File: src/rtl/store_buffer.sv
// Posted-write store buffer: in-order FIFO of stores sharing the single data-memory
// port with loads; loads that hit a buffered word stall until that store drains.
module store_buffer #(
    parameter int DEPTH = 4
) (
    input  logic        clk,
    input  logic        reset,
    input  logic        st_valid,
    input  logic [1:0]  st_size,
    input  logic [31:0] st_addr,
    input  logic [31:0] st_data,
    output logic        st_ready,
    input  logic        ld_req,
    input  logic [31:0] ld_addr,
    output logic        ld_stall,
    output logic        sb_empty,
    output logic [1:0]  MemWrite,
    output logic [31:0] a,
    output logic [31:0] wd
);

    localparam int PW = $clog2(DEPTH);

    logic [1:0]    size_q [DEPTH];
    logic [31:0]   addr_q [DEPTH];
    logic [31:0]   data_q [DEPTH];
    logic [PW-1:0] head_q, head_d;
    logic [PW-1:0] tail_q, tail_d;
    logic [PW:0]   count_q, count_d;
    logic          hit;
    logic          push;
    logic          drain;

    // An entry is live when its distance from head (mod DEPTH) is below count.
    always_comb begin
        hit = 1'b0;
        for (int i = 0; i < DEPTH; i++) begin
            if (({1'b0, PW'(i) - head_q} < count_q) &&
                (addr_q[i][31:2] == ld_addr[31:2])) begin
                hit = 1'b1;
            end
        end
    end

    assign ld_stall = ld_req & hit;
    assign st_ready = !reset && (count_q != (PW+1)'(DEPTH));
    assign sb_empty = (count_q == '0);
    assign push     = st_valid & st_ready;
    // A stalled load yields the port, so the matching store always gets out.
    assign drain    = !reset && (count_q != '0) && (!ld_req || ld_stall);

    always_comb begin
        MemWrite = 2'b00;
        a        = 32'h0;
        wd       = 32'h0;
        if (drain) begin
            MemWrite = size_q[head_q];
            a        = addr_q[head_q];
            wd       = data_q[head_q];
        end else if (ld_req) begin
            a        = ld_addr;
        end
    end

    always_comb begin
        head_d  = drain ? head_q + 1'b1 : head_q;
        tail_d  = push  ? tail_q + 1'b1 : tail_q;
        count_d = count_q + {{PW{1'b0}}, push} - {{PW{1'b0}}, drain};
    end

    always_ff @(posedge clk) begin
        if (reset) begin
            head_q  <= '0;
            tail_q  <= '0;
            count_q <= '0;
        end else begin
            head_q  <= head_d;
            tail_q  <= tail_d;
            count_q <= count_d;
        end
    end

    // Payload needs no reset: liveness is defined purely by head/count.
    always_ff @(posedge clk) begin
        if (push) begin
            size_q[tail_q] <= st_size;
            addr_q[tail_q] <= st_addr;
            data_q[tail_q] <= st_data;
        end
    end

endmodule

File: config.mk
export PLATFORM = sky130hd
export DESIGN_NAME = store_buffer
export DESIGN_NICKNAME = d
export VERILOG_FILES = /design/src/rtl/store_buffer.sv
export SDC_FILE = /design/constraint.sdc
export NUM_CORES = 1
export LEC_CHECK = 0
export CAP_MARGIN = 20
export CORE_ASPECT_RATIO = 0.8
export CORE_UTILIZATION = 45
export CTS_CLUSTER_DIAMETER = 120
export DETAILED_ROUTE_END_ITERATION = 10
export PLACE_DENSITY = 0.67
export SLEW_MARGIN = 20
export SYNTH_ARGS = -nofsm -noshare
export SYNTH_HDL_FRONTEND = slang
export SYNTH_SLANG_ARGS = --single-unit
File: constraint.sdc
create_clock -name clk -period 5.4 [get_ports clk]
set_input_delay 1.08 -clock clk [delete_from_list [all_inputs] [get_ports clk]]
set_output_delay 1.08 -clock clk [all_outputs]
set_load 0.005 [all_outputs]
==> summary.txt <==
Layout
  – Fill cell count: roughly 2100
  – Reg area: 8120 um^2
  – Commonest non-fill, non-tap cell in the layout: edfxtp_1
  – Area occupied by multi-input gates: 3820 um^2
  – Most frequent cells in the layout: 264 x edfxtp_1, 170 x clkdlybuf4s50_1, 111 x xor2_1, 66 x mux4_2, 35 x and2_1
  – NumNets Final: 980
  – Cell area after layout: 15300 um^2
  – Area grow syn2layout: 25.9%
  – Share of cells above drive strength 1: 17.5%

Status
  – Outcome: finished, final reports clean

Floorplanning
  – DIE AREA: 27700 um^2
  – # rows: 53
  – Die Wd: 186 um
  – Die Height: between 100 and 150 um
  – Initial Util: 46.1%
  – Io pins: 171
  – Core area: between 20000 and 30000 um^2

Route
  – # DRC: 0
  – Initial drt markers: 457
  – Routed len/inst: 23.6 um
  – Vias: 6938
  – Post-route ant nets: 0
  – Routed WL: 29400 um
  – DRT Pass-1 Iters: 4
  – Vias per Instance: 5.56

STA
  – Clock Skews: 0.0113 ns
  – Max Slew Vio Count: 0
  – Max-slew headroom: between 20% and 30%
  – Fin. Hold Viols: 0
  – Max Fclk: 188 MHz
  – WHS: 0.580 ns
  – Worst-Margin Slew: 1.09 ns
  – Tmin final: 5.31 ns
  – Final period util: 98.4%
  – Final setup vio count: 0

Global route
  – GRT Residual Overflow: 0
  – Busiest grt layer: met2
  – GRT Total Usage: between 20% and 30%
  – GRT met3 Usage: 4.15%
  – Initial antenna violation count: 3
  – Largest net degree at the start of global routing: 67
  – GR Util met1: 30.7%
  – Vias in the first global route: about 7200
  – Met2 Use GR: 33.9%
  – First-pass GRT wire length: 43200 um

Worst setup path
  – Top cell by count, worst path: buf_4
  – Crit path buffers/inverters: 6
  – CP cell instances: clkdlybuf4s50_1 > buf_4 > xor2_1 > nor4_2 > buf_4 > nand4_1 > a2111oi_4 > nor4_2 > a21oi_4 > buf_4 > buf_12 > a22o_1 > clkdlybuf4s50_1
  – Crit path arrival time: 4.23 ns
  – Family with the most delay on the worst path: buffers and inverters
  – Crit start category: input pin
  – CP max FO: 26
  – WS Path Type: in2out
  – CP endpoint kind: output port
  – CP required: 4.32 ns
  – Worst path slowest cell: clkdlybuf4s50_1
  – CP peak stage delay: 0.50 ns

Clocking
  – Num CTS Buffers: 28
  – Clk root buf: clkbuf_16
  – Worst-skew pair later-pin latency: 0.53 ns
  – CTS Buffer Depth: 3
  – Clock Pin Slew Worst Setup and Hold Paths: approximately 0.060 ns
  – # H-tree levels: 1
  – CTS tree: done
  – CTS Sinks: roughly 270

Synthesis
  – Sequential area share after synthesis: approximately two thirds
  – Synthesized Nets: 804
  – #FFs+latches synth: 273
  – Syn Std Cell Area: 12200 um^2
  – Post-synthesis cell count: 691
  – Syn Area/Cell: 17.6 um^2
  – Synth Warn #: 0
  – Yosys cell types: 33

Place
  – PortBufs: 170
  – DP Area: 14400 um^2
  – DP HPWL: 19600 um
  – Routability cong.: between 0.8 and 0.9

Pwr
  – Worst VDD drop: roughly 0.00026 V
  – Leakage power: 0.00501 uW
  – Power per cell area: roughly 380 nW/um^2

Run
  – Max-cap violation count: 0

Min path
  – HP Class: reg2reg
==> worst min-delay path: cells and delay by family, from the launching register on <==
family,cells,cell delay [ns]
flops,1,0.34
buf+inv,1,0.11
compound gates,1,0.08
==> sequential cells by signal (all words and copies together), names as in the netlist, named ones only <==
signal   flops
head_q       2
data_q     128
addr_q     128
tail_q       2
size_q       8
count_q      3
==> routing by layer <==
layer	up-vias	share of wire (%)
li1	3054	-
met1	3563	43
met2	276	47
met3	41	8.0
met4	4	1.6
met5	-	0.071
==> per-stage QoR <==
stage | TNS (ns) | setup WS [ns] | total power [uW] | cells | util, %
2_1_floorplan | 0 | 1.44 | 3530 | 691 | -
4_1_cts | 0 | 0.0271 | 5850 | 1243 | 57.7
5_1_grt | -0.0440 | -0.0151 | 6060 | 1246 | 58.0
3_3_place_gp | 0 | 0.0311 | 4080 | 1189 | 54.2
3_5_place_dp | -0.0120 | -0.00926 | 4100 | 1191 | 54.4
6_report | 0 | 0.0881 | 5840 | 1247 | 58.1
==> power by group <==
group          switching [uW]  total, uW  internal, uW  leakage (uW)
registers                 235       2690          2460       0.00247
clock network             754       1760          1010      0.000408
logic                     565       1380           820       0.00213
==> cells in the mapped netlist, drive strengths merged <==
library cell / number / area [um^2]
o21a: 1 / 8.76
edfxtp: 264 / 7930
clkbuf: 14 / 52.6
xor2: 112 / 981
nor4: 27 / 175
a311oi: 1 / 8.76
ha: 10 / 125
and2: 35 / 219
nand4: 7 / 43.8
buf: 42 / 243
nor2: 4 / 15.0
a2111oi: 3 / 40.0
a31oi: 1 / 6.26
dfxtp: 9 / 180
fa: 1 / 20.0
nand2: 3 / 11.3
and3: 4 / 25.0
or4: 2 / 15.0
nor3: 7 / 35.0
mux4: 66 / 1490
nand3: 10 / 50.1
o31ai: 1 / 7.51
a21oi: 8 / 43.8
inv: 12 / 45.0
a22o: 32 / 280
xnor2: 12 / 105
nor2b: 2 / 12.5
or2: 1 / 6.26
==> cell families (layout without fill, tap and decap cells) <==
logic type | Yosys count | count (layout) | share of synthesized area, %
AO/OA/AOI/OAI | 47 | 47 | 3.25
XOR/XNOR | 124 | 124 | 8.92
adder cells (fa/ha/maj) | 11 | 11 | 1.19
buffers and inverters | 68 | 266 | 2.80
flip-flops | 273 | 273 | 66.6
multiplexers | 66 | 66 | 12.2
other | 0 | 1 | 0
AND/OR/NAND/NOR | 102 | 102 | 5.00
==> worst paths after layout <==
path	end	depth (start not counted)	startpoint	slack, ns
min reg2reg	tail_q[1]$_SDFFE_PP0P_	2	tail_q[1]$_SDFFE_PP0P_	0.58
max reg2reg	count_q[2]$_SDFF_PP0_	17	addr_q[1][30]$_DFFE_PP_	1.84
max	a[6]	13	ld_addr[20]	0.09
min	tail_q[1]$_SDFFE_PP0P_	2	tail_q[1]$_SDFFE_PP0P_	0.58
==> area by class of cell <==
type	count	share of cell area (%)
sequential	273	53.0
multi-input combinational	350	25.0
timing repair buffer	202	13.4
clock buffer	42	5.18
tap	357	2.92
clock inverter	10	0.302
inverter	12	0.294
antenna	1	0.0163
==> repair_timing <==
item                                    4_1_cts  5_1_grt
cloned                                        0        1
endpoints found under the setup margin       11       66
buffers inserted                              0        2
pin swaps                                     0        2
gates resized for setup                       2        9
hold buffers                                  0        0
No activity file was read; power rests on OpenSTA's default activity.
==> patch 1: new RTL, same flow settings <==
Set the parameter `DEPTH` to 8 (it was 4).
--- a/src/rtl/store_buffer.sv
+++ b/src/rtl/store_buffer.sv
@@ -2,5 +2,5 @@
 // port with loads; loads that hit a buffered word stall until that store drains.
 module store_buffer #(
-    parameter int DEPTH = 4
+    parameter int DEPTH = 8
 ) (
     input  logic        clk,
Behaviour: not the same (Yosys sat finds a counterexample within 10 cycles, from zero or initial values and one cycle with reset high).
==> patch 1 against the unedited design <==
  * Area after synthesis grew 99%
  * Setup slack improved by 0.00070 ns
  * Clock power increased by 110%
  * Count of clock-buffer cells in the layout is 24 higher
  * Design area increased by 92%
  * Sequential cell count increased by 268
  * Global-route usage increased by 3.0 points
  * First-iteration DRC count rose to 3.3 times the old value
  * Power grew 100%
  * Routed wire length up 120%
  * Combinational power is 130% higher
  * Non-clock buffer count increased by 67
  * Highest routed layer unchanged
==> patch 1: results (changes against the unedited design) <==
[synth]
synth_edf_count=528  ; was 264
synthTopCellsByArea=edfxtp_1 (65%), mux4_2 (12%), xnor2_1 (8.2%)  ; was edfxtp_1 (65%), mux4_2 (12%), xor2_1 (8.1%)
synth_cell_types=37  ; was 33
syn_inst=1374  ; was 691
yosys-top-cells-count=edfxtp_1 (528), xnor2_1 (227), mux4_2 (132)  ; was edfxtp_1 (264), xor2_1 (112), mux4_2 (66)
synth_fp_nets=1498  ; was 804

[timing]
worstMarginPinSlew_ns=0.824  ; was 1.09 ns
fin_skew_ns=0.0194  ; was 0.0113 ns
hold_slack_ns=0.503  ; was 0.580 ns

[worst_setup_path]
max_stage_delay_ns=0.57  ; was 0.50 ns
ff2ff_setup_slack_ns=1.56  ; was 1.84 ns
r2r-start=head_q[0]  ; was addr_q[1][30]

[min_path]
whs_endpoint=tail_q[0]  ; was tail_q[1]
hp-start=tail_q[0]  ; was tail_q[1]

[finish]
top_regs=addr_q (256), data_q (256), size_q (16)  ; was addr_q (128), data_q (128), size_q (8)
drive_above_1_share_pct=20.9  ; was 17.5%

[cts]
cts_made_buffers=54  ; was 28
htree_num_levels=2  ; was 1

[routing]
drt-pass1-iter-count=5  ; was 4
drt-total-wl_um=65900  ; was 29,400 µm
wl_per_cell_um=28.0  ; was 23.6 µm
vias=13700  ; was 6,938

[power_and_ir_drop]
peakVddDrop_mv=0.252  ; was 0.256 mV
comb_cell_power_mw=3.24  ; was 1.38 mW
p_sw_share_pct=28.4  ; was 26.6%
pwr-share-seq_pct=41.9  ; was 46.1%

[placement]
dpl.hpwl_um=43800  ; was 19,600 µm
gp_congestion=0.969  ; was 0.859
dp.cells=2245  ; was 1,191

[global_routing]
grt_pass1_wl_um=94800  ; was 43,200 µm
grtUsageTotal_pct=24.3  ; was 21.3%
grt_start_max_net_pins=45  ; was 67
antenna_found_initial=4  ; was 3

[outcome]
outcome=complete, no violations  ; unchanged

==> patch 1: changes by cell type after synthesis, moves of 51 or more <==
cell,before,now
nand4_1,7,58
xnor2_1,12,227
edfxtp_1,264,528
mux2i_1,0,66
nor2_1,4,56
mux4_2,66,132
xor2_1,112,19
==> patch 1: area by class of cell <==
cell class                 instances  area [µm²]
multi-input combinational        727        7940
tap                              693         867
antenna                            1        2.50
timing repair buffer             269        2620
clock inverter                    34         328
sequential                       541       16100
clock buffer                      66        1400
inverter                          18        67.6
fill                            4094       23500
==> patch 1: cells by family (layout without fill, tap and decap cells) <==
logic type,Yosys count,count (layout),share of synthesized area [%]
muxes,198,198,15.0
buffers and inverters,106,387,2.00
xor gates and xnor gates,246,246,8.89
adders and majority gates,22,22,1.17
AOI/OAI and AO/OA,70,70,2.25
other,0,1,0
DFF,541,541,66.5
and+or+nand+nor,191,191,4.20
==> patch 1: how the worst max path moves through the flow <==
| stage | start | to | slack, ns | cells past startpoint |
|---|---|---|---|---|
| 6_report | ld_addr[8] | a[30] | 0.09 | 13 |
| 5_1_grt | ld_addr[8] | a[25] | 0.001 | 13 |
| 3_3_place_gp | ld_addr[23] | a[12] | -0.30 | 11 |
| 3_5_place_dp | ld_addr[5] | a[12] | -0.27 | 11 |
| 4_1_cts | ld_addr[5] | a[5] | 0.004 | 11 |
| 2_1_floorplan | reset | addr_q[6][0] | 0.30 | 5 |
==> patch 1: tightest hold or removal path, stage by stage, from the launching register on <==
cell     delay [ns]
dfxtp_1        0.33
nand2_1        0.06
a21oi_1        0.06
==> patch 1: metrics by stage <==
step / setup WS [ns] / power (mW) / instance area, µm² / TNS, ns / utilization (%)
5_1_grt: 0.00119 / 12.4 / 29300 / 0 / 55.5
6_report: 0.0888 / 11.9 / 29300 / 0 / 55.5
3_3_place_gp: -0.303 / 8.27 / 27300 / -7.29 / 51.7
3_5_place_dp: -0.272 / 8.31 / 27300 / -7.26 / 51.7
4_1_cts: 0.00388 / 12.0 / 29100 / 0 / 55.1
2_1_floorplan: 0.296 / 7.13 / 24200 / 0 / -
==> patch 1: timing repair <==
action / 4_1_cts / 5_1_grt
buffers inserted: 0 / 2
setup endpoints to repair: 66 / 66
gates resized for setup: 14 / 32
hold endpoints to repair: 0 / 0
pin swaps: 0 / 7
cloned: 0 / 1
hold buffers: 0 / 0
==> patch 1: per-layer routing <==
| metal | wire length (µm) | share of wire (%) | global-route usage [%] | vias up |
|---|---|---|---|---|
| met5 | 35 | 0.053 | 0 | - |
| met4 | 1130 | 1.7 | 5.89 | 6 |
| met3 | 6930 | 11 | 6.20 | 86 |
| met2 | 29300 | 45 | 35.4 | 639 |
| met1 | 28400 | 43 | 36.7 | 7052 |
| li1 | - | - | - | 5875 |
==> patch 2: new RTL, same flow settings <==
Made on the original files. Reset style: asynchronous (`reset`), changed in one clocked block.
--- a/src/rtl/store_buffer.sv
+++ b/src/rtl/store_buffer.sv
@@ -69,5 +69,5 @@
     end
 
-    always_ff @(posedge clk) begin
+    always_ff @(posedge clk or posedge reset) begin
         if (reset) begin
             head_q  <= '0;
Function: differs if reset is asserted again (counterexample within 4 cycles, from zero or initial values and one cycle with reset high); with reset held inactive, the same outputs for 4 cycles.
==> patch 2 against the unedited design <==
  * Design area grew 0.69%
  * Critical path depth shrank 2
  * Non-clock buffer count shrank 5
  * Power grew 12%
  * Routed wire length shrank 2.2%
  * Sequential cell count shrank 2
  * First-iteration DRC count grew 22%
  * Clock skew shrank 0.0056 ns
  * Setup slack lost 0.031 ns
  * Area after synthesis shrank 0.50%
==> patch 2: results (changes against the unedited design) <==
[global_routing]
grt_use_met1_pct=30.2  ; was 30.7%
use_met3_pct=4.33  ; was 4.15%
grtUsageTotal_pct=21.3  ; about the same
grt_pass1_wl_um=42900  ; was 43,200 µm
grt_pass1_vias=7057  ; was 7,163

[worst_setup_path]
max_stage_delay_ns=0.54  ; was 0.50 ns
r2r-start=head_q[0]  ; was addr_q[1][30]
path_max_fanout=13  ; was 26
worstPathArrival_ns=4.26  ; was 4.23 ns

[synth]
yosys-top-cells-count=edfxtp_1 (264), xor2_1 (108), mux4_2 (66)  ; was edfxtp_1 (264), xor2_1 (112), mux4_2 (66)
synth_fp_nets=788  ; was 804
syn_avg_cell_area_um2=17.9  ; was 17.6 µm²
synthTopCellsByArea=edfxtp_1 (65%), mux4_2 (12%), xor2_1 (7.8%)  ; was edfxtp_1 (65%), mux4_2 (12%), xor2_1 (8.1%)

[finish]
finalNetCount=959  ; was 980

[timing]
fin_skew_ns=0.00573  ; was 0.0113 ns
max-slew-margin-rel_pct=34.6  ; was 27.6%

[outcome]
outcome=complete, no violations  ; unchanged

[routing]
viasPerCell=5.45  ; was 5.56
dr_wl_met2_um=13800  ; about the same
drtIter0Drc=558  ; was 457
wl_met1_um=12400  ; was 12,700 µm
wl_per_cell_um=23.4  ; was 23.6 µm
drt-total-wl_um=28800  ; was 29,400 µm

[placement]
dpl.hpwl_um=18800  ; was 19,600 µm
gp_congestion=0.836  ; was 0.859
place_area_um2=14200  ; was 14,400 µm²
dp.cells=1167  ; was 1,191
dp_slack_ns=-0.114  ; was -0.00926 ns

[power_and_ir_drop]
p_leak_nw=5.28  ; was 5.01 nW
p_sw_share_pct=27.6  ; was 26.6%

[cts]
cts_made_buffers=29  ; was 28

[min_path]
hp-start=count_q[0]  ; was tail_q[1]

-- patch 2: cell count changes in the layout (fill, tap and decap cells not counted), sizes merged, moves of 5 or more --
cell,before,now
clkdlybuf4s50,170,152
dfxtp,9,0
inv,12,17
dlymetal6s2s,0,17
nand3,10,4
buf,31,26
bufinv,0,5
clkinv,9,16
xnor2,12,18
clkbuf,43,31
dfrtp,0,7
-- patch 2: worst paths after layout --
path	to	slack (ns)	depth (start not counted)
worst min-delay path	count_q[0]	0.63	1
worst max register to register	count_q[2]	1.49	15
min in group asynchronous	count_q[0]	0.88	2
worst min register to register	count_q[0]	0.63	1
max in group asynchronous	head_q[0]	4.28	2
worst max-delay path	a[20]	0.06	11
-- patch 2: what timing repair did --
item / in CTS / in global routing
cloned: 1 / 0
pin swaps: 2 / 8
endpoints found under the setup margin: 44 / 64
gates resized for setup: 8 / 27
setup buffers: 1 / 0
-- patch 2: cells by family after synthesis --
group | count (synthesis) | share of synthesized area [%]
adders and majority gates | 11 | 1.20
and+or+nand+nor | 81 | 4.10
xor gates and xnor gates | 126 | 9.11
DFF | 271 | 66.9
buffers and inverters | 73 | 2.93
muxes | 66 | 12.3
AOI/OAI and AO/OA | 47 | 3.45
-- patch 2: cell type report --
class	count	area (µm²)
antenna	2	5.00
clock buffer	31	733
clock inverter	23	236
fill	2061	10900
inverter	16	60.1
multi-input combinational	331	3780
sequential	271	8110
tap	357	447
timing repair buffer	197	2060
-- patch 2: power groups by stage --
stage / logic [mW] / registers [mW] / clock network [mW]
2_1_floorplan: 1.17 / 2.68 / 0
5_1_grt: 1.90 / 2.79 / 2.12
4_1_cts: 1.75 / 2.77 / 2.04
6_report: 1.77 / 2.75 / 2.01
3_3_place_gp: 1.70 / 2.79 / 0
3_5_place_dp: 1.72 / 2.81 / 0
